$ cat src/rtl/prio_tree.sv
// prio_tree: max-finder comparator tree over N unsigned W-bit values.
// Reports the index of the largest value (lowest index wins ties) and the
// value itself. PIPELINE=0 registers only the root result. PIPELINE=1
// registers every tree level, giving LEVELS cycles of latency at full
// throughput.
module prio_tree #(
  parameter int N        = 8,
  parameter int W        = 32,
  parameter int IDXW     = $clog2(N),
  parameter int PIPELINE = 0
) (
  input  logic            clk,
  input  logic            reset,
  input  logic            in_valid,
  input  logic [W-1:0]    values [0:N-1],
  output logic [IDXW-1:0] out,
  output logic [W-1:0]    out_max,
  output logic            out_valid
);

  localparam int LEVELS = $clog2(N);

  // The higher-index side wins only when strictly greater, so ties keep the
  // lower index at every node and therefore globally.
  function automatic logic b_wins(input logic [W-1:0] a, input logic [W-1:0] b);
    b_wins = (b > a);
  endfunction

  if (PIPELINE == 0) begin : g_comb
    logic [W-1:0]    tv_s [0:N-1];
    logic [IDXW-1:0] ti_s [0:N-1];
    logic [W-1:0]    max_r;
    logic [IDXW-1:0] idx_r;
    logic            vld_r;

    // Reduce the inputs in place, one level per pass: slot k takes the
    // winner of slots (2k, 2k+1) of the previous level.
    always_comb begin
      for (int k = 0; k < N; k++) begin
        tv_s[k] = values[k];
        ti_s[k] = IDXW'(k);
      end
      for (int l = 0; l < LEVELS; l++) begin
        for (int k = 0; k < (N >> (l + 1)); k++) begin
          if (b_wins(tv_s[2*k], tv_s[2*k+1])) begin
            tv_s[k] = tv_s[2*k+1];
            ti_s[k] = ti_s[2*k+1];
          end else begin
            tv_s[k] = tv_s[2*k];
            ti_s[k] = ti_s[2*k];
          end
        end
      end
    end

    // Output register: capture the root on accepted inputs, hold otherwise.
    always_ff @(posedge clk or posedge reset) begin
      if (reset) begin
        max_r <= '0;
        idx_r <= '0;
        vld_r <= 1'b0;
      end else begin
        vld_r <= in_valid;
        if (in_valid) begin
          max_r <= tv_s[0];
          idx_r <= ti_s[0];
        end
      end
    end

    assign out       = idx_r;
    assign out_max   = max_r;
    assign out_valid = vld_r;
  end else begin : g_pipe
    logic [W-1:0]      nv_s   [0:LEVELS-1][0:N/2-1];
    logic [IDXW-1:0]   ni_s   [0:LEVELS-1][0:N/2-1];
    logic [W-1:0]      st_v_r [0:LEVELS-1][0:N/2-1];
    logic [IDXW-1:0]   st_i_r [0:LEVELS-1][0:N/2-1];
    logic [LEVELS-1:0] vld_r;

    // Next-state of every stage: level 0 compares input pairs, deeper levels
    // compare pairs held in the previous stage register. Unused slots are 0.
    always_comb begin
      for (int l = 0; l < LEVELS; l++) begin
        for (int k = 0; k < N/2; k++) begin
          nv_s[l][k] = '0;
          ni_s[l][k] = '0;
        end
      end
      for (int k = 0; k < N/2; k++) begin
        if (b_wins(values[2*k], values[2*k+1])) begin
          nv_s[0][k] = values[2*k+1];
          ni_s[0][k] = IDXW'(2*k+1);
        end else begin
          nv_s[0][k] = values[2*k];
          ni_s[0][k] = IDXW'(2*k);
        end
      end
      for (int l = 1; l < LEVELS; l++) begin
        for (int k = 0; k < (N >> (l + 1)); k++) begin
          if (b_wins(st_v_r[l-1][2*k], st_v_r[l-1][2*k+1])) begin
            nv_s[l][k] = st_v_r[l-1][2*k+1];
            ni_s[l][k] = st_i_r[l-1][2*k+1];
          end else begin
            nv_s[l][k] = st_v_r[l-1][2*k];
            ni_s[l][k] = st_i_r[l-1][2*k];
          end
        end
      end
    end

    // Stage registers advance every cycle; the valid bit travels alongside
    // the data so invalid slots simply flow through.
    always_ff @(posedge clk or posedge reset) begin
      if (reset) begin
        vld_r <= '0;
        for (int l = 0; l < LEVELS; l++) begin
          for (int k = 0; k < N/2; k++) begin
            st_v_r[l][k] <= '0;
            st_i_r[l][k] <= '0;
          end
        end
      end else begin
        vld_r[0] <= in_valid;
        for (int l = 1; l < LEVELS; l++) begin
          vld_r[l] <= vld_r[l-1];
        end
        for (int l = 0; l < LEVELS; l++) begin
          for (int k = 0; k < N/2; k++) begin
            st_v_r[l][k] <= nv_s[l][k];
            st_i_r[l][k] <= ni_s[l][k];
          end
        end
      end
    end

    assign out       = st_i_r[LEVELS-1][0];
    assign out_max   = st_v_r[LEVELS-1][0];
    assign out_valid = vld_r[LEVELS-1];
  end

endmodule

$ cat config.mk
export PLATFORM = sky130hd
export DESIGN_NAME = prio_tree
export DESIGN_NICKNAME = d
export VERILOG_FILES = /design/src/rtl/prio_tree.sv
export SDC_FILE = /design/constraint.sdc
export NUM_CORES = 1
export LEC_CHECK = 0
export ABC_AREA = 1
export CAP_MARGIN = 40
export CELL_PAD_IN_SITES_DETAIL_PLACEMENT = 0
export CELL_PAD_IN_SITES_GLOBAL_PLACEMENT = 2
export CORE_MARGIN = 3
export CORE_UTILIZATION = 23
export CTS_BUF_LIST = sky130_fd_sc_hd__clkbuf_8 sky130_fd_sc_hd__clkbuf_16
export CTS_CLUSTER_SIZE = 30
export DETAILED_ROUTE_END_ITERATION = 8
export PLACE_DENSITY_LB_ADDON = 0.15
export SETUP_SLACK_MARGIN = 0.5
export SYNTH_ARGS = -nofsm -noshare
export SYNTH_HDL_FRONTEND = slang
export SYNTH_SLANG_ARGS = --single-unit
export TNS_END_PERCENT = 50
$ cat constraint.sdc
create_clock -name clk -period 1.04 [get_ports clk]
set_clock_uncertainty 0.1 [all_clocks]
set_input_delay 0.208 -clock clk [delete_from_list [all_inputs] [get_ports clk]]
set_output_delay 0.208 -clock clk [all_outputs]
set_load 0.02 [all_outputs]
# After elaboration in Yosys (flattened, before gate mapping)
# Cells that the tools add are included.
[word_totals]
input_bits = 259
ff_bits = 36
wordCells = 24
output_inout_bits = 36
[op_classes]
order_cmp = 7
muxes = 14
[ops]
columns = ["cell", "n"]
rows = [
  ["$gt A32 B32 Y1", 7],
  ["$mux W32", 7],
  ["$mux W3", 3],
  ["$mux W1", 4],
]

# Depth between registers and ports, before layout
# Gate-level depths: netlist of run 1.
[depth]
ltp_word = 6
mapped_depth = 49
depth_no_buf = 46

# Worst setup path before layout of run 1
# No wires, ideal clock.
[synth_timing]
kind = "input to register"
start = "input port values[115] in the netlist's numbering"
end = "register g_comb.max_r[10], in the netlist out_max[10]"
path_stages = 34
t_required_ns = 0.871
arrival_time_ns = 4.306
path_slack_ns = -3.434
path_buffers = 3
setup_ns = 0.069
path_cell_list = "inv_1 > ha_1 > nand2_1 > inv_1 > nand2_1 > nand2_1 > nand2_1 > nand3_1 > a21oi_1 > nand2_2 > nand2_2 > buf_4 > nand2_1 > and2_1 > ha_1 > nand2_1 > nor3_1 > nand2_1 > nand2_1 > nand2_1 > a21oi_4 > buf_4 > nand3_1 > and2_1 > ha_1 > nand2_1 > nor2_2 > nand2_2 > nor4_4 > nand3_2 > a21oi_4 > buf_6 > nand3_1 > nand3_1"
[synth_between]
elab_chain_len = 6
[synth_lines]
columns = ["element", "line", "source"]
rows = [
  ["from (decl)", "15", "input logic [W-1:0] values [0:N-1],"],
  ["$gt A32 B32 Y1", "26", "b_wins = (b > a);"],
  ["$mux W32 *", "45", "if (b_wins(tv_s[2*k], tv_s[2*k+1])) begin"],
  ["$gt A32 B32 Y1", "26", ""],
  ["$mux W32 *", "45", ""],
  ["$gt A32 B32 Y1", "26", ""],
  ["$mux W32 *", "45", ""],
  ["to (signal assigned)", "65", "max_r <= tv_s[0];"],
  ["to (decl)", "32", "logic [W-1:0] max_r;"],
]
# Every way passes the cells marked *; elsewhere a longest branch is shown, timed or not.
# A chain may end at the register's enable or synchronous reset.

# Final worst setup path of run 1
[layout_timing]
start = "input port values[123] in the netlist's numbering"
end = "register g_comb.max_r[26], in the netlist out_max[26]"
# The elaborated chain is that of the path after synthesis.

==> results.txt, run 1 <==
The count of distinct cell types in the synthesized netlist is 30. Ranked by total cell area, the synthesized netlist is headed by ha_1, nand2_1, nand3_1. The die covers around 48000 um2. The ratio of cells with drive above 1 in the final layout came out at 0.538. The final hold slack came out at -0.101 ns.

The category of the worst setup path capture point is a register. The routed wire length per instance came out at between 15 and 20 um. The site row count came out at just under 80. The run finished, with violations left. The static leakage came out at 13.4 nW. Once placement finished, the instance area stood at between 15000 and 20000 um2. The clock drives 36 sinks. The pin count of the biggest net entering global routing came out at 37. By instance count, the cell type seen most on the critical path is nand2_1.

Yosys instantiated no cell more often than nand2_1. Counting flops with a built-in enable in the synthesized netlist gives 0. Counting flops and latches in the post-synthesis netlist gives 36. TritonCTS built the clock tree. The aggregate global-route resource usage came out at 0.204. The DRC violation total after the first TritonRoute iteration is ~600. The net count reported at finish is about 3100. The width of the die came out at around 220 um. Dividing the detail-routed via count by the number of cells gives between 4 and 5. In the finished design, the share of the clock period the worst path needs comes to 5.08. The detailed-route wire length on metal 1 is ~25 mm. In this run the worst hold path is classified as in -> async. The congestion estimate from routability-driven global placement came to between 0.9 and 1. The number of nets with antenna violations after routing came out at 0. The number of slew-limit violations in the final report came out at 0. The critical path required time came out at ~1.2 ns. The detailed-route via count came out at 14800. The commonest cells after synthesis are nand2_1, nand3_1, ha_1. Setup repair after global routing could not meet its margin everywhere. Max-cap violations in this run came to 0. The total count of hold-check failures in the final report is 36. The worst voltage drop across the vdd grid came out at approximately 1.3 mV.

After synthesis, the largest family of logic cells by area is simple AND/OR/NAND/NOR gates. The clock tree synthesis step divided the H-tree into 2 levels. From bottom edge to top edge, the die measures 218 um. The source-to-sink clock delay at the later pin of the worst-skew pair is between 0.2 and 0.3 ns. The number of buffers added on ports is just under 300. The part of the Yosys area used for sequential elements is 0.0869. The final cell area excluding filler cells came out at 24000 um2. The initial antenna violation count came out at 1. The number of global-route vias before repair came out at ~15000.

The simple-gate portion of the synthesized area came out at 0.457. Adding up every negative setup slack in the final design gives -152.03 ns. The count of TritonRoute iterations in the first routing pass is 4.

The largest single stage delay on the critical path is 0.26 ns. The number of nets produced by synthesis is 2209. The maximum buffer depth of the clock tree is 2. For this design the top-level I/O count stands at approximately 300. The filler cells instantiated in the layout total about 4200. The synthesized cell area came out at 10400 um2. The area fraction of the dominant cell type after synthesis came out at 0.270.

The share of cell area taken by muxes after synthesis came out at 0. The number of remaining DRC errors came out at 0. The worst pin sits at a relative slew slack of 0.784.

The starting utilization of the core area is 0.234. The checks that failed: negative hold slack, negative setup slack. The clock slew seen by the registers of the worst setup and hold paths is about 0.070 ns. The critical path in this run is classified as in -> reg. The final HPWL from detailed placement is around 43 mm.

The slew at the pin closest to its max-slew limit is approximately 0.32 ns. The total overflow left after global routing is 0. The final-report setup violation count is 71.

Dividing total power by cell area gives a power density of approximately 1300 nW/um2. Of the total synthesized cell area, the portion taken by XOR and XNOR cells is 0. The post-synthesis async set-or-reset flop share came out at 1.00. Along the worst path, the maximum fanout reaches 16. The post-synthesis compound-gate area fraction is 0.0741. In this run the standard cell core region covers ~44000 um2.

The area added between synthesis and finish is 132%. The tree is rooted in a clkbuf_16. ha_1 takes more of the synthesized area than any other cell. For the finished layout, the period the worst path requires is 5.28 ns. The number of buffers inserted during clock tree synthesis came out at 5. The number of standard cells after synthesis came out at between 1500 and 2000. The master of the slowest instance on the critical path is ha_4. The setup slack of the critical path after layout is -4.24 ns. The Yosys step of the flow raised 0 warnings.

The hold buffer count at CTS came out at 0. In the synthesized netlist the dominant register cell turns out to be dfrtp_1. The met2 wire length came out at between 20 and 30 mm. STA classifies the critical path startpoint as an input pin. The first global-routing pass estimated about 76 mm of wire. The arrival time at the worst endpoint is approximately 5.4 ns. The adder and majority cell fraction of the synthesized area came out at 0.270. The highest layer used for signal routing is met4. The maximum frequency from static timing analysis is 189 MHz. The mean post-synth cell area came out at around 6 um2. The flop-to-flop setup slack is 0.10 ns. The post-detailed-routing wire length is 56.5 mm.

The routed length on met3 is 1.47 mm.
[layout make-up]
type	instances	area, um2	share of cell area
Tap cell	592	741	0.0308
Inverter	212	830	0.0345
Multi-Input combinational cell	1422	12200	0.510
Antenna cell	1	2.50	0.000104
Clock inverter	3	38.8	0.00162
Clock buffer	5	125	0.00521
Sequential cell	36	903	0.0376
Timing Repair Buffer	937	9130	0.380
[layer usage]
layer  up-vias  track usage
met1      7028        0.251
met4         0       0.0400
met5         -            0
li1       7528            -
met3        51       0.0195
met2       235        0.387
[flip-flops by register name (all words and copies together) (netlist names)]
| signal | cells |
|---|---|
| out | 3 |
| out_max | 32 |
| out_valid | 1 |
[timing repair]
action | in CTS | in global routing
setup endpoints to repair | 108 | 108
gates resized for setup | 223 | 1020
gates cloned | 4 | 32
pin swaps | 26 | 270
setup buffers | 16 | 30
endpoints found under the hold margin | 0 | 36
[critical path: cells and delay by family]
family                     cells  cell delay, ns
adders and majority gates      3            0.71
AOI/OAI and AO/OA              6            0.93
and+or+nand+nor               22            2.43
buffers and inverters          8            1.11
[layout by cell type (no fill, tap or decap), drive strengths merged, types with 6 or more instances in the layout]
cell type and count:
nand4 18, buf 660, a21oi 103, nand2 529
nor3 8, clkbuf 88, and2 64, a21o 6
ha 224, o21ai 22, nor2 68, inv 211
o21a 9, nand3 369, dlymetal6s2s 194, dfrtp 36
[worst paths after layout]
check	start	end	depth (start not counted)
min in group clk	in_valid	out_valid	1
setup / recovery	values[123]	out_max[26]	39
setup reg to reg	out_max[29]	out_max[29]	3
hold reg to reg	out_max[5]	out_max[5]	2
hold / removal	reset	out_max[16]	3
max in group asynchronous	reset	out_max[13]	3
[kinds of logic after synthesis]
family	count (synthesis)
AND/OR/NAND/NOR	1057
buffers and inverters	269
AO/OA/AOI/OAI	140
flip-flops	36
adder cells (fa/ha/maj)	224
[power by group]
group          leakage, nW  internal (W)  total (W)  switching (W)
clock network       0.0850       0.00112    0.00182       0.000703
registers            0.437       0.00210    0.00287       0.000767
logic                 12.8        0.0134     0.0263         0.0130
[metrics by stage]
stage	power, W	cells	utilization	hold slack, ns	setup WS (ns)
6_report	0.0310	3208	0.542	-0.101	-4.24
2_1_floorplan	0.0120	1726	-	0.0614	-3.34
3_5_place_dp	0.0215	3117	0.421	0.397	-5.43
3_3_place_gp	0.0213	3117	0.421	0.397	-5.34
5_1_grt	0.0334	3208	0.542	-0.0802	-4.51
4_1_cts	0.0246	3145	0.436	0.221	-4.57
(Power assumes the default switching activity.)
==> run 2: changes to the inputs <==
--- a/config.mk
+++ b/config.mk
@@ -12,7 +12,7 @@
 export CORE_MARGIN = 3
 export CORE_UTILIZATION = 23
 export CTS_BUF_LIST = sky130_fd_sc_hd__clkbuf_8 sky130_fd_sc_hd__clkbuf_16
-export CTS_CLUSTER_SIZE = 30
+export CTS_CLUSTER_SIZE = 10
 export DETAILED_ROUTE_END_ITERATION = 8
 export PLACE_DENSITY_LB_ADDON = 0.15
 export SETUP_SLACK_MARGIN = 0.5
==> results of run 2 <==
Same layout as run 1: the final DEF is identical, and so are final timing and power.
